## src/rtl/pipe_ctrl_pkg.sv

```systemverilog
// Shared constants for the 4-stage pipeline sequencing controller.
//   - opcode encodings of the instruction set (5-bit)
//   - bit positions inside the 8-bit decoder control word
//   - NOP control word and the controller state type
//   - helpers telling which register operands an opcode reads
package pipe_ctrl_pkg;

  localparam logic [4:0] OP_NOP  = 5'b00000;
  localparam logic [4:0] OP_ADD  = 5'b00001;
  localparam logic [4:0] OP_SUB  = 5'b00010;
  localparam logic [4:0] OP_MOVI = 5'b00011;
  localparam logic [4:0] OP_LODR = 5'b00100;
  localparam logic [4:0] OP_STOR = 5'b00101;
  localparam logic [4:0] OP_JMP  = 5'b00110;
  localparam logic [4:0] OP_JEQ  = 5'b00111;

  localparam int unsigned CTL_MEMREAD  = 7;
  localparam int unsigned CTL_MEMWRITE = 6;
  localparam int unsigned CTL_JEQ      = 4;
  localparam int unsigned CTL_JMP      = 3;
  localparam int unsigned CTL_REGWRITE = 0;

  localparam logic [7:0] CTL_NOP = 8'b00000010;

  typedef enum logic [0:0] {
    RUN,
    MEM_WAIT
  } state_e;

  // Undefined opcodes read no registers, so they can never cause a stall.
  function automatic logic op_uses_rs(input logic [4:0] op);
    logic r;
    case (op)
      OP_ADD, OP_SUB, OP_LODR, OP_STOR, OP_JEQ: r = 1'b1;
      default:                                  r = 1'b0;
    endcase
    return r;
  endfunction

  function automatic logic op_uses_rt(input logic [4:0] op);
    logic r;
    case (op)
      OP_ADD, OP_SUB, OP_STOR, OP_JEQ: r = 1'b1;
      default:                         r = 1'b0;
    endcase
    return r;
  endfunction

endpackage

```

## src/rtl/sat_counter.sv

```systemverilog
// Saturating up-counter used for pipeline performance statistics.
//   clk   : clock
//   rst_n : asynchronous active-low reset, clears the count
//   inc   : count this cycle
//   cnt   : current count, sticks at all-ones
module sat_counter #(
  parameter int unsigned W = 16
) (
  input  logic         clk,
  input  logic         rst_n,
  input  logic         inc,
  output logic [W-1:0] cnt
);

  localparam logic [W-1:0] ONE = {{(W-1){1'b0}}, 1'b1};

  always_ff @(posedge clk or negedge rst_n) begin
    if (!rst_n) begin
      cnt <= '0;
    end else if (inc && (cnt != {W{1'b1}})) begin
      cnt <= cnt + ONE;
    end
  end

endmodule

```

## src/rtl/pipe_hazard_ctrl.sv

```systemverilog
// Sequencing controller for the IF/ID/EX/WB in-order pipeline.
// Inputs : id_opcode/id_rs/id_rt (ID operands), ex_controls/ex_rd/ex_zero (EX instruction),
//          mem_ready (shared memory finished the data access this cycle).
// Outputs: pc_en, ifid_en, ifid_flush, idex_bubble, ex_hold, wb_bubble, pc_sel_branch,
//          dmem_sel (memory port owner), mem_err (sticky timeout), stall_cnt, flush_cnt.
// No forwarding: a RegWrite in EX whose destination is read in ID costs one bubble;
// register file write-through covers the WB-to-ID distance.
module pipe_hazard_ctrl
  import pipe_ctrl_pkg::*;
#(
  parameter int unsigned REG_AW      = 3,
  parameter int unsigned MEM_TIMEOUT = 16,
  parameter int unsigned CNT_W       = 16
) (
  input  logic              clk,
  input  logic              rst_n,
  input  logic [4:0]        id_opcode,
  input  logic [REG_AW-1:0] id_rs,
  input  logic [REG_AW-1:0] id_rt,
  input  logic [7:0]        ex_controls,
  input  logic [REG_AW-1:0] ex_rd,
  input  logic              ex_zero,
  input  logic              mem_ready,
  output logic              pc_en,
  output logic              ifid_en,
  output logic              ifid_flush,
  output logic              idex_bubble,
  output logic              ex_hold,
  output logic              wb_bubble,
  output logic              pc_sel_branch,
  output logic              dmem_sel,
  output logic              mem_err,
  output logic [CNT_W-1:0]  stall_cnt,
  output logic [CNT_W-1:0]  flush_cnt
);

  localparam int unsigned      WCW       = $clog2(MEM_TIMEOUT) + 1;
  localparam logic [WCW-1:0]   WAIT_LAST = WCW'(MEM_TIMEOUT - 1);
  localparam logic [WCW-1:0]   WAIT_ONE  = WCW'(1);

  state_e         state_q, state_d;
  logic [WCW-1:0] wait_cnt_q, wait_cnt_d;
  logic           mem_err_q, mem_err_d;

  logic mem_op, taken, raw;
  logic pc_en_c, ifid_en_c, ifid_flush_c, idex_bubble_c;
  logic ex_hold_c, wb_bubble_c, pc_sel_c, dmem_sel_c, flush_evt;

  logic unused_ctl;
  assign unused_ctl = ^{ex_controls[5], ex_controls[2:1]};

  assign mem_op = ex_controls[CTL_MEMREAD] | ex_controls[CTL_MEMWRITE];
  assign taken  = ex_controls[CTL_JMP] | (ex_controls[CTL_JEQ] & ex_zero);
  assign raw    = ex_controls[CTL_REGWRITE] &
                  ((op_uses_rs(id_opcode) & (id_rs == ex_rd)) |
                   (op_uses_rt(id_opcode) & (id_rt == ex_rd)));

  always_comb begin
    state_d       = state_q;
    wait_cnt_d    = wait_cnt_q;
    mem_err_d     = mem_err_q;
    pc_en_c       = 1'b1;
    ifid_en_c     = 1'b1;
    ifid_flush_c  = 1'b0;
    idex_bubble_c = 1'b0;
    ex_hold_c     = 1'b0;
    wb_bubble_c   = 1'b0;
    pc_sel_c      = 1'b0;
    dmem_sel_c    = 1'b0;
    flush_evt     = 1'b0;

    unique case (state_q)
      RUN: begin
        if (taken) begin
          // Flush beats any hazard: the ID instruction is discarded anyway.
          pc_sel_c      = 1'b1;
          ifid_flush_c  = 1'b1;
          idex_bubble_c = 1'b1;
          flush_evt     = 1'b1;
        end else if (mem_op) begin
          dmem_sel_c = 1'b1;
          pc_en_c    = 1'b0;
          ifid_en_c  = 1'b0;
          if (mem_ready) begin
            idex_bubble_c = 1'b1;
          end else begin
            ex_hold_c   = 1'b1;
            wb_bubble_c = 1'b1;
            wait_cnt_d  = WAIT_ONE;
            state_d     = MEM_WAIT;
          end
        end else if (raw) begin
          pc_en_c       = 1'b0;
          ifid_en_c     = 1'b0;
          idex_bubble_c = 1'b1;
        end
      end

      MEM_WAIT: begin
        dmem_sel_c = 1'b1;
        pc_en_c    = 1'b0;
        ifid_en_c  = 1'b0;
        if (mem_ready || (wait_cnt_q == WAIT_LAST)) begin
          // A timeout releases the pipeline exactly like a completed access.
          idex_bubble_c = 1'b1;
          state_d       = RUN;
          if (!mem_ready) begin
            mem_err_d = 1'b1;
          end
        end else begin
          ex_hold_c   = 1'b1;
          wb_bubble_c = 1'b1;
          wait_cnt_d  = wait_cnt_q + WAIT_ONE;
        end
      end

      default: state_d = RUN;
    endcase
  end

  always_ff @(posedge clk or negedge rst_n) begin
    if (!rst_n) begin
      state_q    <= RUN;
      wait_cnt_q <= '0;
      mem_err_q  <= 1'b0;
    end else begin
      state_q    <= state_d;
      wait_cnt_q <= wait_cnt_d;
      mem_err_q  <= mem_err_d;
    end
  end

  // While in reset the pipeline is held with NOPs in IF/ID and ID/EX.
  assign pc_en         = rst_n & pc_en_c;
  assign ifid_en       = rst_n & ifid_en_c;
  assign ifid_flush    = ~rst_n | ifid_flush_c;
  assign idex_bubble   = ~rst_n | idex_bubble_c;
  assign ex_hold       = rst_n & ex_hold_c;
  assign wb_bubble     = rst_n & wb_bubble_c;
  assign pc_sel_branch = rst_n & pc_sel_c;
  assign dmem_sel      = rst_n & dmem_sel_c;
  assign mem_err       = mem_err_q;

  sat_counter #(
    .W (CNT_W)
  ) u_stall_cnt (
    .clk   (clk),
    .rst_n (rst_n),
    .inc   (~pc_en_c),
    .cnt   (stall_cnt)
  );

  sat_counter #(
    .W (CNT_W)
  ) u_flush_cnt (
    .clk   (clk),
    .rst_n (rst_n),
    .inc   (flush_evt),
    .cnt   (flush_cnt)
  );

endmodule

```

## config.mk

```make
export PLATFORM = sky130hd
export DESIGN_NAME = pipe_hazard_ctrl
export DESIGN_NICKNAME = d
export VERILOG_FILES = /design/src/rtl/pipe_ctrl_pkg.sv /design/src/rtl/sat_counter.sv /design/src/rtl/pipe_hazard_ctrl.sv
export SDC_FILE = /design/constraint.sdc
export NUM_CORES = 1
export LEC_CHECK = 0
export CAP_MARGIN = 40
export CORE_MARGIN = 5
export CORE_UTILIZATION = 41
export DETAILED_ROUTE_END_ITERATION = 10
export GPL_TIMING_DRIVEN = 1
export PLACE_DENSITY = 0.73
export SYNTH_ARGS = -nofsm -noshare
export SYNTH_HDL_FRONTEND = slang
export SYNTH_SLANG_ARGS = --single-unit
```

## constraint.sdc

```tcl
create_clock -name clk -period 2 [get_ports clk]
set_input_delay 0.4 -clock clk [delete_from_list [all_inputs] [get_ports clk]]
set_output_delay 0.4 -clock clk [all_outputs]
set_load 0.02 [all_outputs]
```

# [Word level (Yosys, flattened, before mapping)]
# Index checks and enable logic that the tools add are counted.
[classes] add_sub_neg=3 reduce_logical=7 n_mux=27 bitwise_logic=17 eq_ne=14
[op_table] cell="$add 16x1->16 const B" count=2
[op_table] cell="$ne 16x16->1 const B" count=2
[op_table] cell="$mux 5" count=4
[op_table] cell="$mux 1" count=18
[op_table] cell="$eq 5x3->1 const B" count=3
[op_table] cell="$pmux 5 s2" count=1
[op_table] cell="$and 1x1->1" count=8
[op_table] cell="$ne 2x2->1 const B" count=4
[op_table] cell="$pmux 1 s2" count=4
[op_table] cell="$eq 3x3->1" count=2
[op_table] cell="$add 5x1->5 const B" count=1
[op_table] cell="$eq 5x1->1 const B" count=1
[op_table] cell="$eq 5x2->1 const B" count=1
[op_table] cell="$eq 5x4->1 const B" count=1
[op_table] cell="$or 1x1->1" count=5
[op_table] cell="$reduce_or 5->1" count=1
[op_table] cell="$not 1->1" count=4
[op_table] cell="$reduce_and 4->1" count=1
[op_table] cell="$reduce_or 4->1" count=1
[op_table] cell="$reduce_and 3->1" count=1
[op_table] cell="$logic_and 1x1->1" count=2
[op_table] cell="$logic_or 1x1->1" count=1
[totals] inputBits=26 elab_cells=73 out_inout_bits=41 ff_bits=39

# [Logic depth before layout (Yosys ltp)]
[depth] ltp_word=12 depth_mapped=7 depth_no_buf=7

# [Modules after synthesis]
# A second synthesis with hierarchy kept.
[unflattened] cells_unflattened=203 hier_area_um2=2282.2
[by_module_without_submodules] mod="sat_counter" area_per_inst_um2=859.6 n_inst=2 seq_area_each_um2=400.4 cells_each=72
[by_module_without_submodules] mod="pipe_hazard_ctrl" area_per_inst_um2=563.0 n_inst=1 seq_area_each_um2=175.2 cells_each=59

# [Worst setup path after synthesis]
# No wires, ideal clock.
[synth_path] path_type="register to output" startpoint="register wait_cnt_q[0]" endpoint="output wb_bubble" path_stages_with_launch=8 t_required_ps=1600 arrival_ps=2101 setup_slack_ps=-501 path_buffers=1 cell_sequence="dfrtp_1 ha_1 and3_1 ha_1 nor3b_1 nor2_1 nor2_1 buf_4"
[synth_via] elab_chain_cells=5
[synth_lines] item="from (decl)" line_no="pipe_hazard_ctrl.sv:42" rtl="logic [WCW-1:0] wait_cnt_q, wait_cnt_d;"
[synth_lines] item="from (signal assigned)" line_no="pipe_hazard_ctrl.sv:128" rtl="wait_cnt_q <= wait_cnt_d;"
[synth_lines] item="$eq 5x4->1" line_no="pipe_hazard_ctrl.sv:103" rtl="if (mem_ready || (wait_cnt_q == WAIT_LAST)) begin"
[synth_lines] item="$logic_or 1x1->1" line_no="pipe_hazard_ctrl.sv:103"
[synth_lines] item="$mux 1"
[synth_lines] item="$pmux 1 s2"
[synth_lines] item="$and 1x1->1"
[synth_lines] item="to (decl)" line_no="pipe_hazard_ctrl.sv:29" rtl="output logic wb_bubble,"
# Every way passes these cells.

# [Worst setup path in the final report]
[layout_path] startpoint="register wait_cnt_q[1]" endpoint="output idex_bubble"
[layout_via] elab_chain_cells=5
[layout_lines] item="$eq 5x4->1" line_no="pipe_hazard_ctrl.sv:103"
[layout_lines] item="$logic_or 1x1->1" line_no="pipe_hazard_ctrl.sv:103"
[layout_lines] item="$mux 1" line_no="pipe_hazard_ctrl.sv:103"
[layout_lines] item="$pmux 1 s2" line_no="pipe_hazard_ctrl.sv:72" rtl="unique case (state_q)"
[layout_lines] item="$or 1x1->1" line_no="pipe_hazard_ctrl.sv:137" rtl="assign idex_bubble = ~rst_n | idex_bubble_c;"
[layout_lines] item="to (decl)" line_no="pipe_hazard_ctrl.sv:27" rtl="output logic idex_bubble,"
# Every way passes these cells.

==> impl_results.md <==
- Register area share after synthesis: a little under half
- CTS clk-pin slew, worst paths: 0.08 ns
- Yosys warns: 0
- End of the critical path: idex_bubble
- CTS buffer count: 5
- Final Hold Viols: 0
- Post-synthesis cell area: approximately 0.0021 sq mm
- Routed vias: about 1.8k
- Worst setup margin: -0.179 ns
- Synth-to-Final Area Change: 57.0%
- Pin count of the biggest net entering global routing: 31
- DRC errors left: 0
- Worst path arrival time: between 1.5 and 2 ns
- Insertion delay to the later sink of the worst-skew pair: 0.29 ns
- Worst vdd rail ir drop: about 0.00051 V
- Leak: 0.00146 uW
- IO Port Bufs: 63
- Final Cycle Share: 109%
- Routed vias/inst: 5.00
- Crit path max-delay family: simple AND/OR/NAND/NOR gates
- Share of the synthesized area in the top cell type: 47.4%
- Worst-Margin Slew: 0.384 ns
- Cell Rows: 25
- Slowest cell on crit path: dfrtp_1
- Fmax: ~0.46 GHz
- Die area: 0.00654 sq mm
- Startpoint types: flip-flop
- Netlist cell types: 41
- Worst-case clock buffer depth: 2
- Max Cap Viol: 0
- Met3 Resource Use GR: under 10%
- Diodes inserted: 0
- Detail Route Antenna Nets: 0
- Hold WC Path Type: input pin to asynchronous set/reset pin
- Fin. max-slew vios: 0
- Crit-path max cell delay: 0.39 ns
- TritonCTS sink count: 39
- Core area: 0.00479 sq mm
- DR iter-0 viols: just over 90
- First-pass GRT wire length: 8740 um
- WP data required: 1.60 ns
- Tmin final: approximately 2.2 ns
- Status: finished with violations
- # fillers: about 390
- Endpoints failing setup: 3
- Number of nets in the layout: approximately 320
- Starting Density: 43.0%
- Top Ports: 67
- Layout Skew: 0.00506 ns
- Met2 GRT Util: 29.8%
- Mapped Nets: 223
- Post-synthesis cell count: between 150 and 200
- Die Ht: about 81 um
- Vias in the first global route: 1836
- Failing checks: negative setup slack
- Critical Path End Type: output pin
- Seq. cell area: around 980 sq um
- Setup tns final: -0.535 ns
- Multi-input logic area: 0.00114 sq mm
- Worst path bufs/invs: 1
- Layout cells sized above 1: 31.3%
- Critical path launch point: wait_cnt_q[1]
- Area leader, netlist: dfrtp_1
- Die width: slightly above 80 um
- Most frequent cells in the layout: clkdlybuf4s50_1, dfrtp_1, buf_4
- CTS tree: built
- Global routing's busiest layer: met2
- Launching point of the worst reg2reg path: u_stall_cnt.cnt[1]
- Routed wire length: 5170 um
- RD Place Congestion: 0.747
- Critical path class: flip-flop to output pin
- Detailed Place HPWL: around 3800 um
- R2r endpoint: u_stall_cnt.cnt[1]
- GRT met1 Usage: 20.7%
- Drt pass-1 iters: 4
- Avg Cell Area, Syn: 10.7 sq um
- #FFs+latches synth: 39
- Crit path cell chain: ha_2, and3_4, ha_4, nor3b_4, nor2_4, o21ai_2, nand2_2, buf_6
- GR Overflow Total: 0
- DR WL/cell: 14.3 um
- Root Buffer Master: clkbuf_8
- Crit Path Max Fanout: 3
- Largest cells by area after synthesis: dfrtp_1, xnor2_1, nand4_1
- Reg2reg path depth: 6
- Slew margin rel.: 74.4%
- CP Depth: 8
- GRT Util Overall: between 10% and 20%
- H-tree depth: 2
- R2r setup slk: 0.11 ns
- Final Power: 2950 uW
- Initial antenna violation count: 0
- Pwr/cell area: 912 mW/mm^2
- RSZ-0062 raised after global routing: yes
[worst min path at each step]
stage / cells after the start / from / end / slack (ns)
global route: 2 / rst_n / wait_cnt_q[1] / 0.15
floorplan: 0 / rst_n / mem_err / 0.10
detailed placement: 1 / rst_n / state_q / 0.25
finish: 2 / rst_n / wait_cnt_q[0] / 0.14
CTS: 2 / rst_n / wait_cnt_q[1] / 0.11
global placement: 1 / rst_n / state_q / 0.24
[cells by family (layout without fill, tap and decap cells)]
logic type               after synthesis  count (layout)  share of synthesized area (%)
AND/OR/NAND/NOR                       87              87                           23.8
AO/OA/AOI/OAI                         13              13                           5.41
buffers and inverters                 10             111                           3.40
adder cells (fa/ha/maj)                4               4                           2.43
multiplexers                           5               5                           2.67
flip-flops                            39              39                           47.4
XOR/XNOR                              35              35                           14.9
[cell type report]
type | instances | share of cell area [%]
Timing Repair Buffer | 98 | 27.2
Tap cell | 67 | 2.59
Inverter | 5 | 0.580
Clock buffer | 6 | 2.24
Multi-Input combinational cell | 144 | 35.3
Clock inverter | 2 | 1.86
Sequential cell | 39 | 30.2
[report_power, final]
part	switching, uW	total, uW	internal, uW
sequential	180	1120	945
combinational	493	1050	560
clock	273	772	499
[what timing repair did]
| action | in CTS | in global routing |
|---|---|---|
| resized for setup | 89 | 13 |
| buffers inserted | 2 | 5 |
| hold endpoints to repair | 2 | 0 |
| endpoints found under the setup margin | 15 | 8 |
| hold buffers | 1 | 0 |
| pin swaps | 17 | 8 |
[routing by layer]
layer | share of wire (%) | vias to the layer above
li1 | - | 881
met1 | 41 | 858
met2 | 52 | 61
met3 | 5.9 | 6
met4 | 1.3 | 0
met5 | 0 | -
[Yosys cell counts (all sizes together)]
library cell and count:
ha 4, xor2 5, dfrtp 39, nand4 16, nor2 17, nor2b 1
xnor2 30, a21o 1, nand4b 1, and2 1, nand2 15, nor3b 1
a22o 1, o21ai 2, nor4 1, o31ai 1, o2111a 1, a31oi 1
mux2 4, nor3 4, nand3 12, buf 4, nand2b 2, inv 5
mux2i 1, and2b 1, o41a 1, and4 2, and3 12, nand3b 1
a31o 1, clkbuf 1, o22ai 1, a21oi 2, o211a 1
[worst reg2reg max path: stages (launching register included)]
cell	delay (ns)
dfrtp_1	0.39
ha_1	0.20
and3_1	0.18
nand3_2	0.09
o41a_1	0.46
nand2_1	0.12
mux2_1	0.33
[flip-flops by register name (all words and copies together), names as in the netlist]
name and count:
u_stall_cnt.cnt 16, state_q 1, wait_cnt_q 5, u_flush_cnt.cnt 16, mem_err 1
[through the flow]
step	hold slack, ns	cell area (sq um)	utilization (%)	std cells	worst slack, ns
2_1_floorplan	0.104	2120	-	193	-0.0407
3_3_place_gp	0.245	2980	62.3	346	-0.786
3_5_place_dp	0.245	2980	62.3	346	-0.833
4_1_cts	0.110	3160	66.0	357	-0.210
5_1_grt	0.145	3230	67.6	361	-0.270
6_report	0.138	3230	67.6	361	-0.179
Power figures use the tool's default switching activity.
